## src/rtl/fetch_ctrl_pkg.sv

```systemverilog
// Shared encodings for the fetch stage: opcodes, the bubble word, PC source
// select and the fetch state.
package fetch_ctrl_pkg;

    localparam logic [4:0]  OP_HALT   = 5'b00000;
    localparam logic [4:0]  OP_NOP    = 5'b00001;
    localparam logic [15:0] NOP_INSTR = {OP_NOP, 11'b000_0000_0000};

    typedef enum logic [1:0] {
        PC_HOLD     = 2'b00,
        PC_INC      = 2'b01,
        PC_REDIRECT = 2'b10
    } pc_source_t;

    typedef enum logic {
        RUN    = 1'b0,
        HALTED = 1'b1
    } fetch_state_t;

    function automatic logic is_halt(input logic [4:0] opcode);
        return (opcode == OP_HALT);
    endfunction

endpackage

```

## src/rtl/fetch_ctrl_pipe_if_id.sv

```systemverilog
// IF/ID pipeline register: loads when enabled, squash forces a bubble and
// takes priority over the enable.
module pipe_if_id #(
    parameter int          PC_W      = 16,
    parameter logic [15:0] NOP_INSTR = 16'h0800
) (
    input  logic            clk,
    input  logic            rst,
    input  logic            en,
    input  logic            squash,
    input  logic [15:0]     instr,
    input  logic [PC_W-1:0] inc_pc,
    input  logic            valid,
    output logic [15:0]     instr_r,
    output logic [PC_W-1:0] inc_pc_r,
    output logic            valid_r
);

    // IF/ID storage with squash-to-bubble and hold
    always_ff @(posedge clk or posedge rst) begin
        if (rst) begin
            instr_r  <= NOP_INSTR;
            inc_pc_r <= {PC_W{1'b0}};
            valid_r  <= 1'b0;
        end else if (squash) begin
            instr_r  <= NOP_INSTR;
            inc_pc_r <= {PC_W{1'b0}};
            valid_r  <= 1'b0;
        end else if (en) begin
            instr_r  <= instr;
            inc_pc_r <= inc_pc;
            valid_r  <= valid;
        end else begin
            instr_r  <= instr_r;
            inc_pc_r <= inc_pc_r;
            valid_r  <= valid_r;
        end
    end

endmodule

```

## src/rtl/fetch_ctrl.sv

```systemverilog
// Fetch-stage control: PC register, HALT state, next-PC select, IF/ID register
// and a saturating stall-cycle counter.
module fetch_ctrl #(
    parameter int              PC_W      = 16,
    parameter logic [PC_W-1:0] RESET_PC  = 16'h0000,
    parameter logic [15:0]     NOP_INSTR = fetch_ctrl_pkg::NOP_INSTR,
    parameter int              CNT_W     = 16
) (
    input  logic             clk,
    input  logic             rst,
    input  logic             stall_decode,
    input  logic             flush_fetch,
    input  logic [PC_W-1:0]  branch_target,
    input  logic [15:0]      imem_instr,
    output logic [PC_W-1:0]  imem_addr,
    output logic [15:0]      instr_IF_ID,
    output logic [PC_W-1:0]  inc_pc_IF_ID,
    output logic             valid_IF_ID,
    output logic             halted,
    output logic [CNT_W-1:0] stall_count
);

    import fetch_ctrl_pkg::*;

    localparam logic [PC_W-1:0]  PC_STEP = {{(PC_W-2){1'b0}}, 2'b10};
    localparam logic [CNT_W-1:0] CNT_ONE = {{(CNT_W-1){1'b0}}, 1'b1};
    localparam logic [CNT_W-1:0] CNT_MAX = {CNT_W{1'b1}};

    logic [PC_W-1:0]  pc_r;
    logic [PC_W-1:0]  pc_inc_s;
    logic [PC_W-1:0]  pc_next_s;
    fetch_state_t     state_r;
    fetch_state_t     next_state_s;
    pc_source_t       pc_src_s;
    logic             if_en_s;
    logic             if_squash_s;
    logic [CNT_W-1:0] stall_cnt_r;

    assign pc_inc_s    = pc_r + PC_STEP;
    assign imem_addr   = pc_r;
    assign halted      = (state_r == HALTED);
    assign stall_count = stall_cnt_r;

    // Priority decode: flush over stall over advance; HALT freezes the PC
    always_comb begin
        pc_src_s     = PC_HOLD;
        next_state_s = state_r;
        if_en_s      = 1'b0;
        if_squash_s  = 1'b0;
        if (flush_fetch) begin
            pc_src_s     = PC_REDIRECT;
            next_state_s = RUN;
            if_squash_s  = 1'b1;
        end else if (stall_decode) begin
            pc_src_s = PC_HOLD;
        end else begin
            case (state_r)
                RUN: begin
                    if_en_s = 1'b1;
                    if (is_halt(imem_instr[15:11])) begin
                        pc_src_s     = PC_HOLD;
                        next_state_s = HALTED;
                    end else begin
                        pc_src_s = PC_INC;
                    end
                end
                HALTED: begin
                    if_squash_s = 1'b1;
                end
                default: begin
                    next_state_s = RUN;
                end
            endcase
        end
    end

    // Next-PC mux
    always_comb begin
        pc_next_s = pc_r;
        case (pc_src_s)
            PC_HOLD:     pc_next_s = pc_r;
            PC_INC:      pc_next_s = pc_inc_s;
            PC_REDIRECT: pc_next_s = branch_target;
            default:     pc_next_s = pc_r;
        endcase
    end

    // PC and fetch state registers
    always_ff @(posedge clk or posedge rst) begin
        if (rst) begin
            pc_r    <= RESET_PC;
            state_r <= RUN;
        end else begin
            pc_r    <= pc_next_s;
            state_r <= next_state_s;
        end
    end

    // Stall-cycle counter; a flush cycle never counts as a stall
    always_ff @(posedge clk or posedge rst) begin
        if (rst) begin
            stall_cnt_r <= {CNT_W{1'b0}};
        end else if (!flush_fetch && stall_decode && (stall_cnt_r != CNT_MAX)) begin
            stall_cnt_r <= stall_cnt_r + CNT_ONE;
        end else begin
            stall_cnt_r <= stall_cnt_r;
        end
    end

    pipe_if_id #(
        .PC_W      (PC_W),
        .NOP_INSTR (NOP_INSTR)
    ) u_if_id (
        .clk      (clk),
        .rst      (rst),
        .en       (if_en_s),
        .squash   (if_squash_s),
        .instr    (imem_instr),
        .inc_pc   (pc_inc_s),
        .valid    (1'b1),
        .instr_r  (instr_IF_ID),
        .inc_pc_r (inc_pc_IF_ID),
        .valid_r  (valid_IF_ID)
    );

endmodule

```

## config.mk

```make
export PLATFORM = sky130hd
export DESIGN_NAME = fetch_ctrl
export DESIGN_NICKNAME = d
export VERILOG_FILES = /design/src/rtl/fetch_ctrl_pkg.sv /design/src/rtl/fetch_ctrl_pipe_if_id.sv /design/src/rtl/fetch_ctrl.sv
export SDC_FILE = /design/constraint.sdc
export NUM_CORES = 1
export LEC_CHECK = 0
export CAP_MARGIN = 30
export CORE_MARGIN = 2
export CORE_UTILIZATION = 35
export DETAILED_ROUTE_END_ITERATION = 10
export SYNTH_ARGS = -nofsm -noshare
export SYNTH_HDL_FRONTEND = slang
export SYNTH_SLANG_ARGS = --single-unit
```

## constraint.sdc

```tcl
create_clock -name clk -period 5 [get_ports clk]
set_input_delay 1.25 -clock clk [delete_from_list [all_inputs] [get_ports clk]]
set_output_delay 1.25 -clock clk [all_outputs]
set_load 0.01 [all_outputs]
```

# After elaboration in Yosys (flattened, before gate mapping)

Cells that the tools add are included.

Flip-flop bits (word level): 66

Muxes and demuxes: 21
Equality and inequality tests: 4
Reduce and logical (&&, ||, !) cells: 6
Add/sub/neg operators: 2

Operator list:

| kind                                                             | number |
|---|---|
| 16-bit 2-to-1 mux                                                | 4 |
| 16-bit case mux with 2 select lines                              | 1 |
| 16-bit by 1-bit adder with 16-bit output (second input constant) | 1 |
| 16-bit by 2-bit adder with 16-bit output (second input constant) | 1 |
| 16-bit != test (second input constant)                           | 1 |
| 1-bit 2-to-1 mux                                                 | 15 |
| 5-bit zero test                                                  | 1 |
| 2-bit nonzero test                                               | 2 |
| 2-bit by 1-bit == test with 1-bit output (second input constant) | 1 |
| 2-bit == test (second input constant)                            | 1 |
| 1-bit logical AND                                                | 2 |
| 2-bit 2-to-1 mux                                                 | 1 |
| 2-bit by 1-bit != test with 1-bit output (second input constant) | 1 |
| 1-bit zero test                                                  | 1 |

# Depth between registers and ports, before layout

Gate-level depths: netlist (run 1).

Word-level depth: 7
Mapped depth: 6

# Cells and area by module

From an unflattened synthesis (run 1), not the netlist that was laid out.

Cell total of the unflattened synthesis: 313
Area total of the unflattened synthesis: 3358.2 sq um

By module, submodules not included:

| module     | cells each | sequential area each (sq um) | area each (sq um) | instances |
|---|---|---|---|---|
| fetch_ctrl | 205        | 825.8                        | 1981.9            | 1 |
| pipe_if_id | 108        | 827.0                        | 1376.3            | 1 |

# Worst setup path before layout (run 1)

Ideal clock, no wire load.

Kind: input to register
Start point: in imem_instr[13]
End point: reg pc_r[15], in the netlist imem_addr[15]
Setup slack: 2.415 ns
Library setup time: 0.069 ns
Stages on the path: 6
Data required time: 4.931 ns
Arrival: 2.516 ns
Cell sequence: or4_1 buf_2 o21a_1 buf_6 a211o_1 nand3_1

Word-level cells in the longest chain between the ends: 7
Elaborated cells on any way between the ends: 9
Classes of those cells: eq/ne (2); mux (5); reduce/logical (2)

Ends and longest elaborated chain:

| element                                                                   | line                 | text |
|---|---|---|
| start: declaration                                                        | fetch_ctrl.sv:14     | `input logic [15:0] imem_instr,` |
| 5-bit zero test *                                                         | fetch_ctrl_pkg.sv:21 | `return (opcode == OP_HALT);` |
| 1-bit 2-to-1 mux *                                                        | fetch_ctrl.sv:60     | `if (is_halt(imem_instr[15:11])) begin` |
| 1-bit 2-to-1 mux *                                                        | fetch_ctrl.sv:57     | `case (state_r)` |
| 1-bit 2-to-1 mux *                                                        | fetch_ctrl.sv:54     | `end else if (stall_decode) begin` |
| 2-bit 2-to-1 mux *                                                        | fetch_ctrl.sv:50     | `if (flush_fetch) begin` |
| 2-bit == test or 2-bit by 1-bit == test with 1-bit output (tied branches) | fetch_ctrl.sv:80     | `case (pc_src_s)` |
| 16-bit case mux with 2 select lines or 2-bit nonzero test (tied branches) | -                    |  |
| end signal: assignment                                                    | fetch_ctrl.sv:94     | `pc_r <= pc_next_s;` |
| end: declaration                                                          | fetch_ctrl.sv:29     | `logic [PC_W-1:0] pc_r;` |

Every way passes the cells marked *; elsewhere a longest branch is shown, timed or not.
A chain may end at the register's enable or synchronous reset.

# Worst setup path in the final report (run 1)

Start point: in imem_instr[13]
End point: reg pc_r[12], in the netlist imem_addr[12]

The elaborated chain is that of the path after synthesis.

==> flow_metrics.tcl, run 1 <==
set metrics [dict create \
    row_count 34 \
    first_global_vias 2650 \
    overflow 0 \
    critPathBufInv 1 \
    synth.most_common_cell "dfrtp_1" \
    relSlewSlack_pct 54.9 \
    crit_slowest_cell "or4_1" \
    core_area_sq_um 8720 \
    fin_crit_sh_pct 61.3 \
    clk_latency_ns 0.33 \
    status "finished, final reports clean" \
    finalWirelength_um 8120 \
    timing.setup.tns_ns 0 \
    die_x_um 98.8 \
    cp_max_fo 11 \
    ys_seq_area_share_pct 52.5 \
    max_freq_ghz 0.326 \
    total_power_mw 1.44 \
    worstMarginPinSlew_ns 0.675 \
    avgSynthCellArea_sq_um 10.4 \
    worst_path_dominant_cell_family "compound AO/OA/AOI/OAI gates" \
    final_core_util_pct 51.3 \
    synth_cell_types 43 \
    yosysWarnings 0 \
    h-tree-depth 3 \
    cts_sinks 66 \
    numCtsBuffers 9 \
    cp-start-kind "input port" \
    drt_iter0_markers 109 \
    rsz0062_at_grt "no" \
    worstPathRequired_ns 5.26 \
    antenna_found_initial 0 \
    synth_edf_count 0 \
    postCtsSetupRepairBufs 0 \
    final_area_sq_um 4470 \
    power_density_nw_per_um2 321 \
    grt_max_degree 35 \
    worst_setup_path_end_kind "register" \
    synthesis.nets 342 \
    port_buffers 101 \
    path_cells "clkdlybuf4s50_1 -> or4_1 -> o21ai_1 -> o31ai_1 -> a31oi_1" \
    critPathMaxStageDelay_ns 0.71 \
    synth_area_sq_um 3150 \
    cap_viol_max_count 0 \
    area_growth_pct 42.2 \
    cts_root_buf "clkbuf_8" \
    cts_tree "yes" \
    yosys.area.top_type "dfrtp_1" \
    grt_pass1_wl_um 13500 \
    drcViolationCount 0 \
    reg2reg_slack_ns 3.00 \
    final-max-slew-violation-count 0 \
    nets 442 \
    synth_top_flop_cell "dfrtp_1" \
    io_pins 102 \
    hold_path_class "reg2reg" \
    wl_per_cell_um 15.7 \
    via_count 2652 \
    die_area_sq_um 9770 \
    hpwlAfterDp_um 5940 \
    placed_area_sq_um 4260 \
    ys_ff_latch 66 \
    hold_viol_final 0 \
    crit_type "in2reg" \
    ant_nets 0 \
    path_clk_slew_ns 0.07 \
    groute.usage.overall_pct 17.4 \
    arrival_ns 3.32 \
    ir_drop_v 0.000140 \
    cts_hold_buf 0 \
    fill_cells 796 \
    leakage_nw 1.87 \
    start_util_pct 36.1 \
    firstDrtPassIters 4 \
    drive_gt1_share_pct 7.82 \
    postCtsResizedCells 0 \
    period_minus_slack_ns 3.06 \
    yosys-top-cells-area "dfrtp_1 52%, nand2_1 5.1%, a22o_1 4.7%, xor2_1 3.9%, xnor2_1 3.6%" \
    vias_per_cell 5.13 \
    setup-violations-final 0 \
    gp_congestion 0.799 \
    synth_top_area_share_pct 51.7 \
    fin_skew_ns 0.00277 \
    hold_slack_ns 0.489 \
    ys_async_sr_fraction_pct 100 \
    n_antenna_cell 0 \
    cts_buffer_depth 2 \
    yosys-top-cells-count "65 x dfrtp_1, 43 x nand2_1, 17 x a22o_1" \
    syn_inst 304 \
    die_y_um 98.8 \
]
==> cells in the final DEF, fill, tap and decap left out, types with 3 or more instances in the layout <==
cell type	netlist	routed
dfrtp_1	65	65
xor2_1	14	14
and2_1	3	3
or3_1	3	3
nand3_1	13	13
xnor2_1	13	13
o211ai_1	9	9
nand2_1	43	43
or4_1	6	6
o21ai_0	16	16
a31oi_1	3	3
nor2_1	9	9
inv_1	8	7
and4_1	3	3
nor3_1	4	4
clkbuf_8	0	13
nand4_1	10	10
and3_1	3	3
a211o_1	4	4
a21oi_1	6	6
mux2_2	4	4
a22o_1	17	17
buf_4	0	3
o21ai_1	4	4
nor4_1	3	3
clkdlybuf4s50_1	0	101
==> report_power, final <==
part | internal [mW] | switching (mW)
clock network | 0.286 | 0.192
logic | 0.171 | 0.132
registers | 0.589 | 0.0683
==> flip-flops by register name (all words and copies together), names as in the netlist <==
name	count
u_if_id.inc_pc_r	16
halted	1
imem_addr	16
stall_count	16
u_if_id.valid_r	1
u_if_id.instr_r	16
==> per-layer routing <==
metal	track usage (%)	vias to the layer above	routed length, um
met2	25.7	87	3630
met4	7.17	0	138
li1	-	1295	-
met1	24.9	1261	3880
met3	3.62	9	473
met5	0	-	0
==> final timing paths <==
kind | start | end | cells after the start
worst max-delay path | imem_instr[13] | imem_addr[12] | 5
worst min register to register | u_if_id.inc_pc_r[6] | u_if_id.inc_pc_r[6] | 2
min in group asynchronous | rst | stall_count[4] | 2
worst min-delay path | u_if_id.inc_pc_r[6] | u_if_id.inc_pc_r[6] | 2
worst max register to register | imem_addr[1] | imem_addr[11] | 5
max in group asynchronous | rst | u_if_id.inc_pc_r[7] | 3
==> per-stage QoR <==
stage / cells / worst slack, ns
floorplan: 304 / 2.10
global placement: 500 / 1.68
detailed placement: 501 / 1.62
CTS: 517 / 1.97
global route: 517 / 1.74
finish: 517 / 1.94
==> kinds of logic (layout without fill, tap and decap cells) <==
logic type | count (synthesis) | count (layout) | synth area share [%]
and+or+nand+nor | 112 | 112 | 19.1
DFF | 66 | 66 | 52.5
AOI/OAI and AO/OA | 66 | 66 | 14.4
muxes | 7 | 7 | 2.43
adders and majority gates | 2 | 2 | 0.795
xor gates and xnor gates | 27 | 27 | 7.52
buffers and inverters | 24 | 129 | 3.22
==> tightest hold or removal path: stages, from the launching register on <==
cell	delay [ns]
dfrtp_1	0.35
nand2_1	0.05
o21ai_0	0.06
==> area by class of cell <==
type                            instances  area, sq um  area share, %
Clock buffer                           15          186           4.17
Clock inverter                          1         30.0          0.671
Inverter                                8         30.0          0.671
Multi-Input combinational cell        214         1400           31.2
Sequential cell                        66         1650           36.9
Tap cell                              108          135           3.02
Timing Repair Buffer                  105         1040           23.4
No activity file was read; power rests on OpenSTA's default activity.
==> inputs of run 2 (changes only) <==
==> constraint.sdc (replaced) <==
create_clock -name clk -period 3 [get_ports clk]
set_input_delay 0.75 -clock clk [delete_from_list [all_inputs] [get_ports clk]]
set_output_delay 0.75 -clock clk [all_outputs]
set_load 0.01 [all_outputs]
==> flow_metrics.tcl, run 2 (synthesis results as in run 1) <==
set metrics [dict create \
    status "finished, final reports clean" \
    wl_per_cell_um 15.8 \
    postCtsSetupRepairBufs 0 \
    port_buffers 101 \
    cts_tree "yes" \
    fin_crit_sh_pct 78.6 \
    overflow 0 \
    leakage_nw 1.87 \
    cp-start-kind "input port" \
    drt_iter0_markers 93 \
    die_area_sq_um 9770 \
    timing.setup.tns_ns 0 \
    core_area_sq_um 8720 \
    drcViolationCount 0 \
    final-max-slew-violation-count 0 \
    cts_sinks 66 \
    wl_met3_um 437 \
    groute.usage.overall_pct 17.3 \
    worstPathRequired_ns 3.27 \
    numCtsBuffers 9 \
    highest_layer "met4" \
    worstMarginPinSlew_ns 0.640 \
    wl_met2_um 3590 \
    drive_gt1_share_pct 8.98 \
    ir_drop_v 0.000221 \
    layout_common_cells "101 x clkdlybuf4s50_1, 65 x dfrtp_1, 43 x nand2_1" \
    first_global_vias 2679 \
    hold_path_class "reg2reg" \
    final_core_util_pct 51.1 \
    start_util_pct 36.1 \
    row_count 34 \
    rsz0062_at_grt "no" \
    fin_skew_ns 0.00752 \
    path_clk_slew_ns 0.07 \
    total_power_mw 2.23 \
    clk_latency_ns 0.33 \
    io_pins 102 \
    crit_type "in2reg" \
    hold_viol_final 0 \
    wl_met1_um 4060 \
    max_freq_ghz 0.424 \
    nets 446 \
    n_antenna_cell 0 \
    antenna_found_initial 0 \
    hpwlAfterDp_um 5830 \
    die_y_um 98.8 \
    cts_buffer_depth 2 \
    grt_max_degree 67 \
    postCtsResizedCells 0 \
    cp_max_fo 10 \
    via_count 2689 \
    die_x_um 98.8 \
    setup-violations-final 0 \
    cts_root_buf "clkbuf_8" \
    worst_setup_path_end_kind "register" \
    cts_hold_buf 0 \
    h-tree-depth 3 \
    grt_pass1_wl_um 13600 \
    cap_viol_max_count 0 \
    final_common_cell "clkdlybuf4s50_1" \
    period_minus_slack_ns 2.36 \
    power_density_nw_per_um2 500 \
    vias_per_cell 5.17 \
    gp_congestion 0.788 \
    relSlewSlack_pct 56.9 \
    area_growth_pct 41.7 \
    arrival_ns 2.63 \
    firstDrtPassIters 4 \
    ant_nets 0 \
    finalWirelength_um 8220 \
]
run 2: final timing paths:
kind / slack (ns) / start / cells past startpoint / end
max: 0.64 / imem_instr[13] / 5 / imem_addr[13]
min: 0.49 / u_if_id.inc_pc_r[11] / 2 / u_if_id.inc_pc_r[11]
max in group asynchronous: 1.87 / rst / 3 / u_if_id.instr_r[11]
min in group asynchronous: 0.80 / rst / 3 / u_if_id.inc_pc_r[9]
min reg2reg: 0.49 / u_if_id.inc_pc_r[11] / 2 / u_if_id.inc_pc_r[11]
max reg2reg: 0.97 / imem_addr[1] / 5 / u_if_id.inc_pc_r[15]
run 2: power by group:
part	switching [mW]	internal, mW
sequential	0.115	0.981
clock	0.332	0.289
combinational	0.223	0.290
total	0.670	1.56
run 2: final cells by class:
cell class | instances | area, sq um
well taps | 108 | 135
inverters | 8 | 30.0
clock buffers | 9 | 124
flip-flops and latches | 66 | 1650
fillers | 815 | 4260
repair buffers | 109 | 1090
clock inverters | 6 | 35.0
multi-input cells | 214 | 1400
run 2: critical path, cell delays in order:
cell and delay (ns):
clkdlybuf4s50_1 0.42, or4_1 0.69, o21a_1 0.38, a211o_1 0.31, nand3_1 0.08
run 2: per-layer routing:
layer	GRT usage (%)	up-vias
met5	0	-
li1	-	1296
met1	25.1	1303
met3	3.62	15
met2	25.8	75
met4	6.11	0
run 2: metrics by stage:
stage               instances  hold WS, ns  instance area (sq um)  setup WS [ns]
finish                    520        0.489                   4460          0.641
global route              520        0.508                   4460          0.547
CTS                       520        0.495                   4460          0.667
floorplan                 304        0.515                   3150          0.597
detailed placement        505        0.478                   4300          0.317
global placement          504        0.465                   4290          0.336
==> RTL change (flow settings as in run 2) <==
Make the reset (`rst`) synchronous in 3 clocked blocks.
--- a/src/rtl/fetch_ctrl_pipe_if_id.sv
+++ b/src/rtl/fetch_ctrl_pipe_if_id.sv
@@ -19,3 +19,3 @@
     // IF/ID storage with squash-to-bubble and hold
-    always_ff @(posedge clk or posedge rst) begin
+    always_ff @(posedge clk) begin
         if (rst) begin
--- a/src/rtl/fetch_ctrl.sv
+++ b/src/rtl/fetch_ctrl.sv
@@ -88,3 +88,3 @@
     // PC and fetch state registers
-    always_ff @(posedge clk or posedge rst) begin
+    always_ff @(posedge clk) begin
         if (rst) begin
@@ -99,3 +99,3 @@
     // Stall-cycle counter; a flush cycle never counts as a stall
-    always_ff @(posedge clk or posedge rst) begin
+    always_ff @(posedge clk) begin
         if (rst) begin
Check against the original RTL: differs if rst is asserted again (counterexample within 4 cycles, from zero or initial values and one cycle with rst high); with rst held inactive, the same outputs for 10 cycles.
==> RTL change against run 2 <==
  * Total power decreased by 12%
  * Synthesized area decreased by 1.1%
  * Worst setup slack improved by 2.2 ps
  * Final area decreased by 0.34%
  * Count of clock-buffer cells in the layout increased by 1
  * Wire length increased by 5.9%
  * Sequential cell count unchanged
  * Largest power group unchanged
==> RTL change: results <==
[worst_setup_path]
crit_start = flush_fetch
r2r_start = imem_addr[1]
rrSetupSlack_ps = 830
endpoint = stall_count[7]
crit_path_max_incr_delay_ps = 560
critPathMaxFanout = 12
crit_slowest_cell = clkdlybuf4s50_1
cp.arrival_ps = 2630
r2r-end = imem_addr[13]

[synth]
ys_seq_area_share_pct = 42.5
synth_common_cells = dfxtp_1, nand2_1, a21oi_1
synth.area.top_cells = dfxtp_1, nand2_1, a21oi_1
async_reset_ff_share_pct = 0
synth_fp_nets = 408
synthCells = 370
synth_cell_type_count = 48
ys.flop_type = dfxtp_1

[pwr]
switchingPower_mw = 0.517
max-vdd-ir-drop_mv = 0.205
powerClk_mw = 0.768
pg_comb_mw = 0.256

[finish]
diodes = 0
finalNetCount = 501
finalNonFillerCells = 576
drive_above_1_share_pct = 8.12

[global_route]
grt_max_degree = 45
track_usage_pct = 17.9
grt_pass1_wl_mm = 13.8
grt_pass1_vias = 2687

[min_path]
min_from = u_if_id.instr_r[2]
holdPathStages = 2
worstHoldEndpoint = u_if_id.instr_r[2]

[sta]
fin_crit_ps = 2360
tightest_slew_ps = 621
whs_ps = 456
clock_skew_ps = 9.17
final-hold-violation-count = 0

[cts]
tritoncts.num_buffers = 9
cts_buffer_depth = 2

[place]
dp_hpwl_mm = 6.36
dpl_cell_area_um2 = 4240
portBuffers = 101
dpl_worst_slack_ps = 288
dp.cells = 560

[status]
outcome = finished, final reports clean

[detailed_routing]
dr_total_vias = 2990
wl_per_cell_um = 15.1
drtIter0Drc = 129
RTL change: cell types whose count changed in the layout (fill, tap and decap cells not counted), moves of 7 or more:
| cell | run 2 | this run |
|---|---|---|
| o31ai_1 | 2 | 9 |
| dfrtp_1 | 65 | 0 |
| xor2_1 | 14 | 4 |
| a211oi_1 | 2 | 19 |
| a22o_1 | 17 | 0 |
| o211ai_1 | 9 | 0 |
| a21oi_1 | 6 | 35 |
| dfxtp_1 | 0 | 66 |
| o21ai_0 | 16 | 4 |
| nor2_1 | 9 | 33 |
RTL change: metal layers:
| layer | share of wire (%) | vias to the layer above | GRT usage, % |
|---|---|---|---|
| li1 | - | 1523 | - |
| met1 | 48 | 1384 | 25.2 |
| met2 | 46 | 70 | 27.4 |
| met3 | 4.2 | 13 | 2.79 |
| met4 | 1.8 | 0 | 7.17 |
| met5 | 0 | - | 0 |
RTL change: cell families (layout without fill, tap and decap cells):
family	count (synthesis)	after routing	synth area share (%)
and+or+nand+nor	150	150	25.4
AOI/OAI and AO/OA	91	91	19.3
DFF	66	66	42.5
buffers and inverters	38	136	4.95
xor gates and xnor gates	15	15	4.22
muxes	8	8	2.81
adders and majority gates	2	2	0.804
RTL change: cell type report:
class / count / area [um2]
inverters: 11 / 41.3
fillers: 846 / 4230
clock inverters: 6 / 66.3
multi-input cells: 266 / 1640
repair buffers: 109 / 1100
well taps: 108 / 135
flip-flops and latches: 66 / 1320
clock buffers: 10 / 138
RTL change: critical path, delay by kind of cell:
| family | cells | cell delay (ps) |
|---|---|---|
| and+or+nand+nor | 3 | 1180 |
| buffers and inverters | 1 | 560 |
| AOI/OAI and AO/OA | 1 | 150 |
